$ cat src/rtl/fetch_sequencer.sv
// Program counter and fetch sequencer: walks ProgCtr through the instruction
// ROM, redirects on taken branches through a small target LUT, and owns the
// IDLE/RUN/DONE run handshake for the core.
module fetch_sequencer #(
  parameter int PC_W     = 10,
  parameter int LUT_AW   = 3,
  parameter int PROG_LEN = 1024
) (
  input  logic              Clk,
  input  logic              Reset,
  input  logic              Start,
  input  logic              Branch,
  input  logic              Taken,
  input  logic [LUT_AW-1:0] TargetIdx,
  input  logic              Halt,
  input  logic              LutWe,
  input  logic [LUT_AW-1:0] LutAddr,
  input  logic [PC_W-1:0]   LutData,
  output logic [PC_W-1:0]   ProgCtr,
  output logic              Fetch,
  output logic              Done
);

  localparam int LUT_N = 1 << LUT_AW;
  // Compare in 32 bits so PROG_LEN == 2**PC_W still works without truncation.
  localparam logic [31:0] LEN  = 32'(PROG_LEN);
  localparam logic [31:0] LAST = 32'(PROG_LEN - 1);

  typedef enum logic [1:0] {IDLE, RUN, DONE} state_t;

  state_t              state, state_nxt;
  logic [PC_W-1:0]     pc_nxt;
  logic [PC_W-1:0]     lut [LUT_N];
  logic [PC_W-1:0]     target;

  // Combinational LUT read; a write in this cycle lands after the edge, so a
  // branch reading the same entry sees the old value.
  assign target = lut[TargetIdx];

  // State and program counter register.
  always_ff @(posedge Clk or posedge Reset) begin
    if (Reset) begin
      state   <= IDLE;
      ProgCtr <= '0;
    end else begin
      state   <= state_nxt;
      ProgCtr <= pc_nxt;
    end
  end

  // Branch-target LUT storage, writable in any state.
  always_ff @(posedge Clk or posedge Reset) begin
    if (Reset) begin
      for (int i = 0; i < LUT_N; i++) lut[i] <= '0;
    end else if (LutWe) begin
      lut[LutAddr] <= LutData;
    end
  end

  // Next-state and next-PC selection: halt, then taken branch, then runoff,
  // then sequential increment.
  always_comb begin
    state_nxt = state;
    pc_nxt    = ProgCtr;
    unique case (state)
      IDLE: begin
        pc_nxt = '0;
        if (Start) state_nxt = RUN;
      end
      RUN: begin
        if (Halt) begin
          state_nxt = DONE;
        end else if (Branch && Taken) begin
          if (32'(target) < LEN) pc_nxt = target;
          else state_nxt = DONE;
        end else if (32'(ProgCtr) == LAST) begin
          state_nxt = DONE;
        end else begin
          pc_nxt = ProgCtr + PC_W'(1);
        end
      end
      DONE: begin
        if (Start) begin
          state_nxt = RUN;
          pc_nxt    = '0;
        end
      end
      default: begin
        state_nxt = IDLE;
        pc_nxt    = '0;
      end
    endcase
  end

  // Moore outputs from state only.
  assign Fetch = (state == RUN);
  assign Done  = (state == DONE);

endmodule

$ cat config.mk
export PLATFORM = sky130hd
export DESIGN_NAME = fetch_sequencer
export DESIGN_NICKNAME = d
export VERILOG_FILES = /design/src/rtl/fetch_sequencer.sv
export SDC_FILE = /design/constraint.sdc
export NUM_CORES = 1
export LEC_CHECK = 0
export ABC_AREA = 1
export ABC_CLOCK_PERIOD_IN_PS = 2800
export CAP_MARGIN = 0
export CORE_AREA = 2 2 96 98
export CTS_CLUSTER_DIAMETER = 100
export DETAILED_ROUTE_END_ITERATION = 10
export DIE_AREA = 0 0 98 100
export GPL_TIMING_DRIVEN = 0
export PLACE_DENSITY = 0.84
export SLEW_MARGIN = 20
export SYNTH_ARGS = -nofsm -noshare
export SYNTH_HDL_FRONTEND = slang
export SYNTH_SLANG_ARGS = --single-unit
$ cat constraint.sdc
create_clock -name Clk -period 2.8 [get_ports Clk]
set_input_delay 0.28 -clock Clk [delete_from_list [all_inputs] [get_ports Clk]]
set_output_delay 0.28 -clock Clk [all_outputs]
set_load 0.02 [all_outputs]
; ---- After elaboration in Yosys (flattened, before gate mapping)
; Cells that the tools add are included.
[totals]
register_bits = 92
out_inout_bits = 12
wordCells = 47
[classes]
addsub = 1
n_lt_le_gt_ge = 3
n_eq_ne = 9
n_mux = 16
bitwise_logic = 2
n_reduce_logical = 6
[op_table]
columns = cell, count
row1 = $bwmux 80, 1
row2 = $mux 10, 7
row3 = $bmux 10 s3, 1
row4 = $demux 10 s3, 1
row5 = $pmux 10 s2, 1
row6 = $add 10x1->10 const B, 1
row7 = $eq 10x10->1 const B, 1
row8 = $ge 4x4->1 const B, 2
row9 = $mux 2, 4
row10 = $not 3->4, 2
row11 = $ne 3x3->1 const B, 2
row12 = $reduce_and 3->1, 2
row13 = $lt 4x1->1 const B, 1
row14 = $ne 2x2->1 const B, 2
row15 = $pmux 2 s2, 1
row16 = $ne 3x2->1 const B, 1
row17 = $eq 2x1->1 const B, 1
row18 = $eq 2x2->1 const B, 1
row19 = $logic_and 1x1->1, 2
row20 = $logic_not 2->1, 1
row21 = $ne 2x1->1 const B, 1
row22 = $reduce_or 2->1, 1

; ---- Longest topological paths before layout
[depth]
word_depth = 7
ltp_mapped = 10

; ---- Worst setup path before layout
; No wires, ideal clock.
[synth_path]
kind = reg2reg
from = register ProgCtr[0]
to = register state[0]
setup_ps = 124
arrival_time_ps = 1346
setup_slack_ps = 1330
path_stages_with_launch = 8
synth_period_minus_slack_ps = 1470
cell_sequence = dfrtp_1 -> ha_1 -> nand2_1 -> nor2_4 -> nand2_1 -> nor2_2 -> a21oi_2 -> o21bai_1
[synth_between]
elab_chain_len = 3
[synth_rtl]
columns = element, line
row1 = start: declaration, 19  ; output logic [PC_W-1:0] ProgCtr,
row2 = start signal: assignment, 47  ; ProgCtr <= pc_nxt;
row3 = $eq 10x10->1, 76  ; end else if (32'(ProgCtr) == LAST) begin
row4 = $ne 3x2->1 (no line), -
row5 = $reduce_and 3->1 (no line), -
row6 = end signal: assignment, 46  ; state <= state_nxt;
row7 = end: declaration, 31  ; state_t state, state_nxt;
; Every way passes these cells.
; A chain may end at the register's enable or synchronous reset.

; ---- Worst setup path in the final report
[layout_path]
from = register state[1]
to = output port Fetch
[layout_between]
elab_chain_len = 1
[layout_rtl]
columns = element, line
row1 = $eq 2x1->1, 96  ; assign Fetch = (state == RUN);
row2 = end: declaration, 20  ; output logic Fetch,
; Every way passes these cells.

==> results.txt <==
----------------------------------------------------
[Min path]
  Class of the most critical hold timing path ... primary input to async pin

[Pwr]
  Total power after layout ... 3.33 mW
  Standby leakage power ... 2.56 nW
  Pwr Density ... 639 mW/mm²
  IR drop worst, VDD ... 0.000301 V

[Timing]
  Slew at the pin closest to its max-slew limit ... 0.620 ns
  Worst-case clock skew ... 0.00850 ns
  Fmax ... 513 MHz
  RSZ-0062 raised after global routing ... false
  Final setup fails ... 0
  Min cycle time layout ... 1.95 ns
  Final max-slew violation count ... 0
  Headroom to the max-slew limit ... 0.587
  Number of hold-slack violations in the final timing report ... 0
  Setup TNS ... 0 ns
  Final Hold Slack ... 0.307 ns
  Worst path setup slack after routing ... 0.852 ns
  Final critical-path share of the clock period ... 0.696

[Setup path]
  Slowest-stage cell, CP ... sky130_fd_sc_hd__clkdlybuf4s50_1
  Type of element launching the critical path ... flip-flop
  Longest individual stage delay on the worst path ... 0.62 ns
  Crit path top cell by count ... sky130_fd_sc_hd__inv_1
  WP data arrival ... 1.67 ns
  Kind of end point of the critical path ... output port
  Required time reported for the critical path endpoint ... 2.52 ns
  Classification of the worst setup path ... flip-flop to output port
  Buf/Inv on CP ... 3
  Kind of cell adding the most delay to the critical path ... buffers and inverters
  Crit-path max FO ... 5
  Worst path cell trace ... inv_1 > nand2_1 > inv_1 > clkdlybuf4s50_1

[Synth]
  Cell types occupying the most area after synthesis ... sky130_fd_sc_hd__dfrtp_1 51%, sky130_fd_sc_hd__nand2_1 19%, sky130_fd_sc_hd__o21ai_0 8.8%
  Mapped Area ... 0.00451 mm²
  Seq/Total Area, Yosys ... 0.511
  Count of cell types in the netlist ... 27
  Register bit count reported by yosys ... 92
  EDFF count, synth ... 0
  Most used flip-flop cell after synthesis ... sky130_fd_sc_hd__dfrtp_1
  Average size of a mapped cell ... 7.53 µm²
  Number of instances in the synthesized netlist ... 598
  Ys Warns ... 0
  Synth top area share ... 0.511
  Share of synthesized flip-flops with an asynchronous set or reset ... 1.00
  Largest area contributor in the synthesized netlist ... sky130_fd_sc_hd__dfrtp_1
  Post-Syn Nets ... 622

[GRT]
  First-pass GRT wire length ... 20000 µm
  Number of global-route vias before repair ... 4176
  Global Route Usage Sum ... 0.255
  Maximum number of pins on one net before global-route repair ... 53
  Total congestion overflow after global routing ... 0
  Antenna violations before repair ... 0

[Placement]
  Total instance count after detailed placement ... 744
  Worst Setup Slack post-DPL ... 0.879 ns
  Post-detail-place hpwl ... 8220 µm
  Port bufs ... 34
  Placer Congestion ... 0.909

[Layout]
  Share of cells above drive strength 1 ... 0.0693
  Net count of the finished layout ... 668
  Final cell count without fillers ... 760
  Antenna diode count ... 0
  Area overhead of the layout relative to synthesis ... 15.8%

[Clocking]
  Number of setup buffers added after CTS ... 0
  Clock Path Buffers ... 2
  Clock Latency Late Sink ... 0.37 ns
  Reg clk slew, reported paths ... 0.09 ns
  CTS H-tree lvls ... 3
  Clock buffers created by TritonCTS ... 9
  Library cell used as clock root buffer ... sky130_fd_sc_hd__clkbuf_8
  TritonCTS clock tree ... done
  Total number of clock tree sinks ... 92
  Hold-fix buffer count after cts ... 0
  Post-cts repair resize count ... 0

[Route]
  Post-detailed-route count of antenna-violating nets ... 0
  Via Count ... 4317
  DRT Pass-1 Iters ... 6
  DRC violation count after routing ... 0
  Starting DRT DRC Count ... 504
  Number of vias per cell ... 5.68
  WL/cell ... 16.0 µm
  Final wirelength ... 12100 µm

[Outcome]
  Outcome ... finished, final reports clean

[Die]
  Area of the core region ... 0.00889 mm²
  Die W ... 98 µm
  Number of standard-cell rows in the floorplan ... 35
  Die Area ... 0.00980 mm²
  Initial Utilization ... 0.507
  Top-Level Pins ... 35
  Height of the die ... 100 µm

[Job]
  Max-cap viol count ... 0

----------------------------------------------------
## worst paths after layout
path | startpoint | to | slack, ns | cells past startpoint
min in group Clk | lut[36] | lut[36] | 0.49 | 2
max | state[1] | Fetch | 0.85 | 4
min reg2reg | lut[36] | lut[36] | 0.49 | 2
min | Reset | lut[2] | 0.31 | 2
max in group asynchronous | Reset | lut[46] | 1.85 | 3
max reg2reg | ProgCtr[0] | ProgCtr[3] | 1.17 | 8
## cell families (layout without fill, tap and decap cells)
family                     after synthesis  after routing  synth area share
adders and majority gates                1              1           0.00278
AOI/OAI and AO/OA                       93             93             0.107
buffers and inverters                   75            126            0.0714
DFF                                     92             92             0.511
and+or+nand+nor                        337            337             0.308
## layer usage
metal / share of wire / routed length [µm] / vias to the layer above / track usage
met5: 0 / 0 / - / 0
met4: 0.027 / 327 / 0 / 0.116
met3: 0.075 / 913 / 40 / 0.0404
met2: 0.49 / 5910 / 211 / 0.431
met1: 0.41 / 4970 / 2076 / 0.326
li1: - / - / 1990 / -
## registers in the layout (all words and copies together) (netlist names)
name	flops
ProgCtr	10
state	2
lut	80
## through the flow
stage                util  cell area [µm²]
floorplan               -             4510
global placement    0.561             4980
detailed placement  0.564             5010
CTS                 0.587             5220
global route        0.587             5220
finish              0.587             5220
## area by class of cell
class / count / area [µm²]
Clock inverter: 5 / 60.1
Timing Repair Buffer: 35 / 368
Tap cell: 111 / 139
Buffer: 31 / 156
Sequential cell: 92 / 2300
Inverter: 44 / 168
Clock buffer: 11 / 141
Multi-Input combinational cell: 431 / 1880
Fill cell: 793 / 3670
## Yosys cell counts (2+ instances only)
master,number
sky130_fd_sc_hd__o211ai_1,3
sky130_fd_sc_hd__o21bai_1,2
sky130_fd_sc_hd__dfrtp_1,92
sky130_fd_sc_hd__inv_1,41
sky130_fd_sc_hd__nand2_1,230
sky130_fd_sc_hd__nor2_1,29
sky130_fd_sc_hd__or2_1,2
sky130_fd_sc_hd__a21oi_1,7
sky130_fd_sc_hd__buf_4,3
sky130_fd_sc_hd__nand2_2,2
sky130_fd_sc_hd__o21ai_0,79
sky130_fd_sc_hd__nor2_2,3
sky130_fd_sc_hd__inv_2,2
sky130_fd_sc_hd__or2_2,2
sky130_fd_sc_hd__clkbuf_1,15
sky130_fd_sc_hd__buf_6,2
sky130_fd_sc_hd__nand3_1,64
sky130_fd_sc_hd__buf_2,11
## placed cells by master, fill, tap and decap left out, types with 2 or more instances in the layout
cell type / count
sky130_fd_sc_hd__a21oi_1: 7
sky130_fd_sc_hd__buf_2: 11
sky130_fd_sc_hd__buf_4: 3
sky130_fd_sc_hd__buf_6: 2
sky130_fd_sc_hd__clkbuf_1: 16
sky130_fd_sc_hd__clkbuf_8: 10
sky130_fd_sc_hd__clkdlybuf4s50_1: 34
sky130_fd_sc_hd__dfrtp_1: 92
sky130_fd_sc_hd__inv_1: 40
sky130_fd_sc_hd__inv_2: 2
sky130_fd_sc_hd__nand2_1: 230
sky130_fd_sc_hd__nand2_2: 2
sky130_fd_sc_hd__nand3_1: 64
sky130_fd_sc_hd__nor2_1: 29
sky130_fd_sc_hd__nor2_2: 3
sky130_fd_sc_hd__o211ai_1: 3
sky130_fd_sc_hd__o21ai_0: 79
sky130_fd_sc_hd__o21bai_1: 2
sky130_fd_sc_hd__or2_1: 2
sky130_fd_sc_hd__or2_2: 2
## power by group
group	total, mW	switching (mW)	internal [mW]	leakage, nW
registers	1.72	0.147	1.57	1.16
clock network	0.922	0.481	0.441	0.0999
logic	0.697	0.419	0.278	1.30
total	3.33	1.05	2.29	2.56
(Power assumes the default switching activity.)
